$ cat config.mk
export PLATFORM = sky130hd
export DESIGN_NAME = mm_issue_sched
export DESIGN_NICKNAME = d
export VERILOG_FILES = /design/src/rtl/mm_pkg.sv /design/src/rtl/mm_cmd_fifo.sv /design/src/rtl/mm_issue_sched.sv
export SDC_FILE = /design/constraint.sdc
export NUM_CORES = 1
export LEC_CHECK = 0
export ABC_AREA = 1
export ABC_CLOCK_PERIOD_IN_PS = 14600
export CAP_MARGIN = 20
export CORE_MARGIN = 2
export CORE_UTILIZATION = 55
export DETAILED_ROUTE_END_ITERATION = 6
export PLACE_DENSITY = 0.82
export SYNTH_ARGS = -nofsm -noshare
export SYNTH_HDL_FRONTEND = slang
export SYNTH_SLANG_ARGS = --single-unit
$ cat constraint.sdc
create_clock -name clk -period 14.6 [get_ports clk]
set_clock_uncertainty 0.05 [all_clocks]
set_input_delay 2.19 -clock clk [delete_from_list [all_inputs] [get_ports clk]]
set_output_delay 2.19 -clock clk [all_outputs]
set_load 0.05 [all_outputs]
$ cat src/rtl/mm_pkg.sv
// Shared types and default sizing for the multiply-issue scheduler.
package mm_pkg;

  localparam int unsigned DEF_ADDR_W  = 8;
  localparam int unsigned DEF_TAG_W   = 4;
  localparam int unsigned DEF_MUL_LAT = 24;
  localparam int unsigned DEF_RD_LAT  = 1;
  localparam int unsigned DEF_QDEPTH  = 4;

  typedef struct packed {
    logic [DEF_ADDR_W-1:0] addr_a;
    logic [DEF_ADDR_W-1:0] addr_b;
    logic [DEF_ADDR_W-1:0] addr_z;
    logic [DEF_TAG_W-1:0]  tag;
  } cmd_t;

  typedef struct packed {
    logic                  valid;
    logic [DEF_ADDR_W-1:0] addr_z;
    logic [DEF_TAG_W-1:0]  tag;
  } trk_t;

endpackage

$ cat src/rtl/mm_cmd_fifo.sv
// In-order command queue; ready/empty flags are registered from the next count.
module mm_cmd_fifo
  import mm_pkg::*;
#(
  parameter int unsigned DEPTH = DEF_QDEPTH
) (
  input  logic clk,
  input  logic rst,
  input  logic push_i,
  input  cmd_t data_i,
  input  logic pop_i,
  output cmd_t head_o,
  output logic empty_o,
  output logic ready_o,
  output logic empty_nxt_c
);

  localparam int unsigned PTR_W = (DEPTH > 1) ? $clog2(DEPTH) : 1;
  localparam int unsigned CNT_W = $clog2(DEPTH + 1);

  cmd_t             mem_q [DEPTH];
  logic [PTR_W-1:0] wr_ptr_q, wr_ptr_d;
  logic [PTR_W-1:0] rd_ptr_q, rd_ptr_d;
  logic [CNT_W-1:0] cnt_q, cnt_d;
  logic             empty_q, ready_q;
  logic             push_ok, pop_ok;

  function automatic logic [PTR_W-1:0] ptr_inc(input logic [PTR_W-1:0] p);
    return (32'(p) == DEPTH - 1) ? '0 : p + PTR_W'(1);
  endfunction

  assign push_ok = push_i && ready_q;
  assign pop_ok  = pop_i && !empty_q;

  always_comb begin
    wr_ptr_d = wr_ptr_q;
    rd_ptr_d = rd_ptr_q;
    cnt_d    = cnt_q;
    if (push_ok) wr_ptr_d = ptr_inc(wr_ptr_q);
    if (pop_ok)  rd_ptr_d = ptr_inc(rd_ptr_q);
    case ({push_ok, pop_ok})
      2'b10:   cnt_d = cnt_q + CNT_W'(1);
      2'b01:   cnt_d = cnt_q - CNT_W'(1);
      default: cnt_d = cnt_q;
    endcase
  end

  always_ff @(posedge clk or posedge rst) begin
    if (rst) begin
      wr_ptr_q <= '0;
      rd_ptr_q <= '0;
      cnt_q    <= '0;
      empty_q  <= 1'b1;
      ready_q  <= 1'b1;
    end else begin
      wr_ptr_q <= wr_ptr_d;
      rd_ptr_q <= rd_ptr_d;
      cnt_q    <= cnt_d;
      empty_q  <= (cnt_d == '0);
      ready_q  <= (32'(cnt_d) != DEPTH);
    end
  end

  // Storage needs no reset: entries are only read once the count says valid.
  always_ff @(posedge clk) begin
    if (push_ok) mem_q[wr_ptr_q] <= data_i;
  end

  assign head_o      = mem_q[rd_ptr_q];
  assign empty_o     = empty_q;
  assign ready_o     = ready_q;
  assign empty_nxt_c = (cnt_d == '0);

endmodule

$ cat src/rtl/mm_issue_sched.sv
// Issues queued multiply commands to two RAMs, tracking in-flight results
// to stall read-after-write dependencies until the producer has written.
module mm_issue_sched
  import mm_pkg::*;
#(
  parameter int unsigned ADDR_W  = DEF_ADDR_W,
  parameter int unsigned TAG_W   = DEF_TAG_W,
  parameter int unsigned MUL_LAT = DEF_MUL_LAT,
  parameter int unsigned RD_LAT  = DEF_RD_LAT,
  parameter int unsigned QDEPTH  = DEF_QDEPTH
) (
  input  logic              clk,
  input  logic              rst,
  input  logic              cmd_valid,
  output logic              cmd_ready,
  input  logic [ADDR_W-1:0] cmd_addr_a,
  input  logic [ADDR_W-1:0] cmd_addr_b,
  input  logic [ADDR_W-1:0] cmd_addr_z,
  input  logic [TAG_W-1:0]  cmd_tag,
  output logic [ADDR_W-1:0] rd_addr0,
  output logic [ADDR_W-1:0] rd_addr1,
  output logic              wr_en,
  output logic [ADDR_W-1:0] wr_addr,
  output logic              done_valid,
  output logic [TAG_W-1:0]  done_tag,
  output logic              busy
);

  localparam int unsigned P = RD_LAT + MUL_LAT;

  cmd_t cmd_in, head;
  logic fifo_empty, fifo_ready, fifo_empty_nxt;
  logic push, issue, hazard;

  trk_t trk_q [P];
  trk_t trk_d [P];

  logic [ADDR_W-1:0] rd_addr0_q, rd_addr0_d, rd_addr1_q, rd_addr1_d;
  logic [ADDR_W-1:0] wr_addr_q, wr_addr_d;
  logic [TAG_W-1:0]  done_tag_q, done_tag_d;
  logic              wr_en_q, wr_en_d, done_valid_q, done_valid_d;
  logic              busy_q, busy_d;

  always_comb begin
    cmd_in.addr_a = DEF_ADDR_W'(cmd_addr_a);
    cmd_in.addr_b = DEF_ADDR_W'(cmd_addr_b);
    cmd_in.addr_z = DEF_ADDR_W'(cmd_addr_z);
    cmd_in.tag    = DEF_TAG_W'(cmd_tag);
  end

  assign push = cmd_valid && fifo_ready;

  mm_cmd_fifo #(
    .DEPTH(QDEPTH)
  ) u_fifo (
    .clk        (clk),
    .rst        (rst),
    .push_i     (push),
    .data_i     (cmd_in),
    .pop_i      (issue),
    .head_o     (head),
    .empty_o    (fifo_empty),
    .ready_o    (fifo_ready),
    .empty_nxt_c(fifo_empty_nxt)
  );

  // Last stage is the entry that writes in the cycle the head would issue,
  // so the full tracker is compared: dependents issue one cycle after the write.
  always_comb begin
    hazard = 1'b0;
    for (int unsigned i = 0; i < P; i++) begin
      if (trk_q[i].valid &&
          (trk_q[i].addr_z == head.addr_a || trk_q[i].addr_z == head.addr_b))
        hazard = 1'b1;
    end
  end

  assign issue = !fifo_empty && !hazard;

  always_comb begin
    trk_d[0] = '{valid: issue, addr_z: head.addr_z, tag: head.tag};
    for (int unsigned i = 1; i < P; i++) trk_d[i] = trk_q[i-1];

    rd_addr0_d   = rd_addr0_q;
    rd_addr1_d   = rd_addr1_q;
    wr_addr_d    = wr_addr_q;
    done_tag_d   = done_tag_q;
    wr_en_d      = trk_q[P-1].valid;
    done_valid_d = trk_q[P-1].valid;
    busy_d       = !fifo_empty_nxt || trk_q[P-1].valid;

    if (issue) begin
      rd_addr0_d = ADDR_W'(head.addr_a);
      rd_addr1_d = ADDR_W'(head.addr_b);
    end
    if (trk_q[P-1].valid) begin
      wr_addr_d  = ADDR_W'(trk_q[P-1].addr_z);
      done_tag_d = TAG_W'(trk_q[P-1].tag);
    end
    for (int unsigned i = 0; i < P; i++) begin
      if (trk_d[i].valid) busy_d = 1'b1;
    end
  end

  always_ff @(posedge clk or posedge rst) begin
    if (rst) begin
      for (int unsigned i = 0; i < P; i++) trk_q[i] <= '0;
      rd_addr0_q   <= '0;
      rd_addr1_q   <= '0;
      wr_addr_q    <= '0;
      done_tag_q   <= '0;
      wr_en_q      <= 1'b0;
      done_valid_q <= 1'b0;
      busy_q       <= 1'b0;
    end else begin
      for (int unsigned i = 0; i < P; i++) trk_q[i] <= trk_d[i];
      rd_addr0_q   <= rd_addr0_d;
      rd_addr1_q   <= rd_addr1_d;
      wr_addr_q    <= wr_addr_d;
      done_tag_q   <= done_tag_d;
      wr_en_q      <= wr_en_d;
      done_valid_q <= done_valid_d;
      busy_q       <= busy_d;
    end
  end

  assign cmd_ready  = fifo_ready;
  assign rd_addr0   = rd_addr0_q;
  assign rd_addr1   = rd_addr1_q;
  assign wr_en      = wr_en_q;
  assign wr_addr    = wr_addr_q;
  assign done_valid = done_valid_q;
  assign done_tag   = done_tag_q;
  assign busy       = busy_q;

endmodule

==> impl_metrics.py <==
metrics = {
    "status": {
        "status": "completed",
    },
    "cts": {
        "post_cts_buffers": 0,
        "clk_latency_ps": 600,
        "cts.htree.levels": 2,
        "cts-resized-gates": 0,
        "clkTransAtPathRegs_ps": 70,
        "cts_buffers": 48,
        "root_buffer": "clkbuf_16",
        "cts_tree": "done",
        "clock-sinks": 476,
        "ctsHoldBuffers": 0,
        "cts_buffer_depth": 3,
    },
    "final_layout": {
        "antenna_cells": 0,
        "final_area_um2": 23900,
        "drive_above_1_share_pct": 6.452,
        "fin_nets": 2510,
        "syn_to_final_growth_pct": 10.98,
    },
    "timing": {
        "fin_crit_sh_pct": 39.18,
        "hold_viol": 0,
        "slew_headroom_pct": 35.07,
        "finalSetupViolCount": 0,
        "slew_viol_final": 0,
        "worst_pin_slew_ps": 973.9,
        "fin_tns_setup_ps": 0,
        "finalCriticalPeriod_ps": 5720,
        "max_freq_mhz": 174.8,
        "rsz0062_at_grt": "false",
    },
    "setup_path": {
        "cpLargestDelayFamily": "simple AND/OR/NAND/NOR gates",
        "cpMaxStageDelayCell": "nand2_2",
        "critPathKind": "reg -> reg",
        "worstSetupStartpointType": "flip-flop",
        "worstPathMaxFanout": 31,
        "path_common_cell": "nand2_1",
        "cp.required_ps": 15030,
        "arrival_ps": 6150,
        "critPathCaptureType": "flip-flop",
        "critPathBufInv": 5,
        "slowest_delay_ps": 790,
    },
    "global_route": {
        "grt_pass1_wl_um": 93830,
        "grt_start_max_net_pins": 175,
        "antenna_found_initial": 0,
        "grt_pass1_vias": 16262,
        "grt_overflow": 0,
        "grt_usage_pct": 30.47,
    },
    "route": {
        "firstDrtPassIters": 6,
        "wl_um": 60520,
        "vias": 16982,
        "routedWlPerCell_um": 19.98,
        "ant_nets": 0,
        "viasPerCell": 5.606,
        "first_iter_violations": 2098,
        "drc": 0,
    },
    "placement": {
        "gp_congestion": 0.9986,
        "place_area_um2": 22260,
        "dp_hpwl_um": 41340,
        "port_buffers": 62,
    },
    "logic_synthesis": {
        "syn_inst": 2444,
        "ys_types": 35,
        "syn_nets": 2482,
        "yosys_warnings": 0,
        "yosysSeqAreaShare_pct": 57.94,
        "ys_ff_latch": 476,
        "syn-cell-area_um2": 21530,
        "avgSynthCellArea_um2": 8.810,
    },
    "floorplan": {
        "die-height_um": 201.9,
        "die-area_um2": 40750,
        "die_w_um": 201.9,
        "core_um2": 38650,
        "rows": 72,
        "io_pins": 63,
        "start_util_pct": 55.71,
    },
    "min_path": {
        "hold_class": "reg -> reg",
    },
    "flow_run": {
        "cap_violations": 0,
    },
}
## flip-flops by register name (all words and copies together), names as in the netlist
signal	flops
busy	1
done_tag	4
done_valid	1
done_valid_d	1
rd_addr0	8
rd_addr1	8
trk_d	312
trk_q	12
u_fifo.cnt_q	3
u_fifo.empty_o	1
u_fifo.mem_q	112
u_fifo.rd_ptr_q	2
u_fifo.ready_o	1
u_fifo.wr_ptr_q	2
wr_addr	8
## cell usage after synthesis
library cell | instances | area share (%)
nor2_1 | 143 | 2.5
fa_1 | 1 | 0.093
or2_2 | 1 | 0.029
inv_4 | 1 | 0.029
buf_4 | 22 | 0.77
dfrtp_1 | 362 | 42
inv_2 | 7 | 0.12
nor3_1 | 2 | 0.046
inv_1 | 209 | 3.6
buf_8 | 1 | 0.070
nand2_2 | 13 | 0.38
a21oi_1 | 10 | 0.23
nor4_1 | 5 | 0.15
nand2_4 | 11 | 0.58
nand3_4 | 2 | 0.16
xnor2_1 | 2 | 0.081
mux2_2 | 5 | 0.26
nor2_8 | 2 | 0.19
o22ai_1 | 12 | 0.35
nand3b_1 | 10 | 0.35
buf_2 | 31 | 0.72
buf_1 | 3 | 0.052
clkbuf_1 | 15 | 0.26
edfxtp_1 | 112 | 16
dfstp_2 | 2 | 0.24
or2_0 | 1 | 0.029
buf_6 | 22 | 1.2
nand3_1 | 331 | 7.7
nand2_1 | 970 | 17
nand4_1 | 6 | 0.17
o21ai_0 | 27 | 0.63
xor2_1 | 72 | 2.9
or4_1 | 1 | 0.035
nand3_2 | 24 | 1.1
ha_1 | 6 | 0.35
## cells by family after synthesis
| logic type | Yosys count | synth area share [%] |
|---|---|---|
| XOR/XNOR | 74 | 3.010 |
| AND/OR/NAND/NOR | 1522 | 30.32 |
| multiplexers | 5 | 0.2615 |
| adder cells (fa/ha/maj) | 7 | 0.4416 |
| flip-flops | 476 | 57.94 |
| buffers and inverters | 311 | 6.817 |
| AO/OA/AOI/OAI | 49 | 1.209 |
## worst paths after layout
kind / start / to / slack [ps] / cells past startpoint
max: u_fifo.rd_ptr_q[1]$_DFFE_PP0N_ / busy$_DFF_PP0_ / 8880 / 25
max reg2reg: u_fifo.rd_ptr_q[1]$_DFFE_PP0N_ / busy$_DFF_PP0_ / 8880 / 25
min in group asynchronous: rst / trk_d[133]$_DFF_PP0_ / 2170 / 2
min reg2reg: trk_d[195]$_DFF_PP0_ / trk_d[182]$_DFF_PP0_ / 280 / 0
max in group asynchronous: rst / u_fifo.rd_ptr_q[0]$_DFFE_PP0N_ / 10790 / 3
min: trk_d[195]$_DFF_PP0_ / trk_d[182]$_DFF_PP0_ / 280 / 0
## worst register-to-register path: stages (launching register included)
cell	delay, ps
dfrtp_1	360
buf_4	260
inv_2	110
buf_4	380
nand3_1	680
nand2_2	800
inv_2	320
nand2_1	130
nand3_1	90
nor2_1	180
nand2_1	140
nand2_1	90
nand2_1	50
nand2_1	70
nor2_1	50
nand2_2	110
nor2_8	100
nand2_4	220
inv_1	80
ha_1	220
fa_1	390
a21oi_1	120
o21ai_0	110
xnor2_1	170
nor3_1	260
nand3b_1	110
## layout make-up
class | instances | area (µm²)
fillers | 3180 | 14750
flip-flops and latches | 476 | 12480
multi-input cells | 1657 | 7599
clock buffers | 58 | 1300
inverters | 217 | 824.5
repair buffers | 72 | 708.2
well taps | 518 | 648.1
clock inverters | 31 | 340.3
## routing by layer
layer	wire length [µm]	global-route usage, %	share of wire, %	up-vias
met1	24560	42.51	41	8176
met3	5049	4.611	8.3	200
met2	26870	45.21	44	871
li1	-	-	-	7735
met4	4036	19.04	6.7	0
met5	0	0	0	-
## cell usage in the layout (no fill, tap or decap), types with 7 or more instances in the layout
cell and n:
buf_4 9, a21oi_1 10, clkdlybuf4s50_1 62, nand3b_1 10
inv_1 208, nand3_2 24, o21ai_0 27, nand2_1 970
nor2_1 139, nand2_2 13, o22ai_1 12, inv_2 7
clkbuf_16 49, nand2_4 11, clkinv_2 7, edfxtp_1 112
dfrtp_1 361, xor2_1 72, nand3_1 331
## stage by stage
step	setup slack [ps]	utilization (%)	hold WS [ps]	cells
after floorplan	2260	-	281.2	2444
after global placement	9088	57.59	281.1	2940
after detailed placement	8998	57.59	284.7	2940
after CTS	8972	61.83	292.6	3029
after global routing	8537	61.83	300.9	3029
final	8880	61.83	278.6	3029
Power is not shown: default switching activity piles up to over one toggle a cycle in this logic, so the estimate is an artifact.
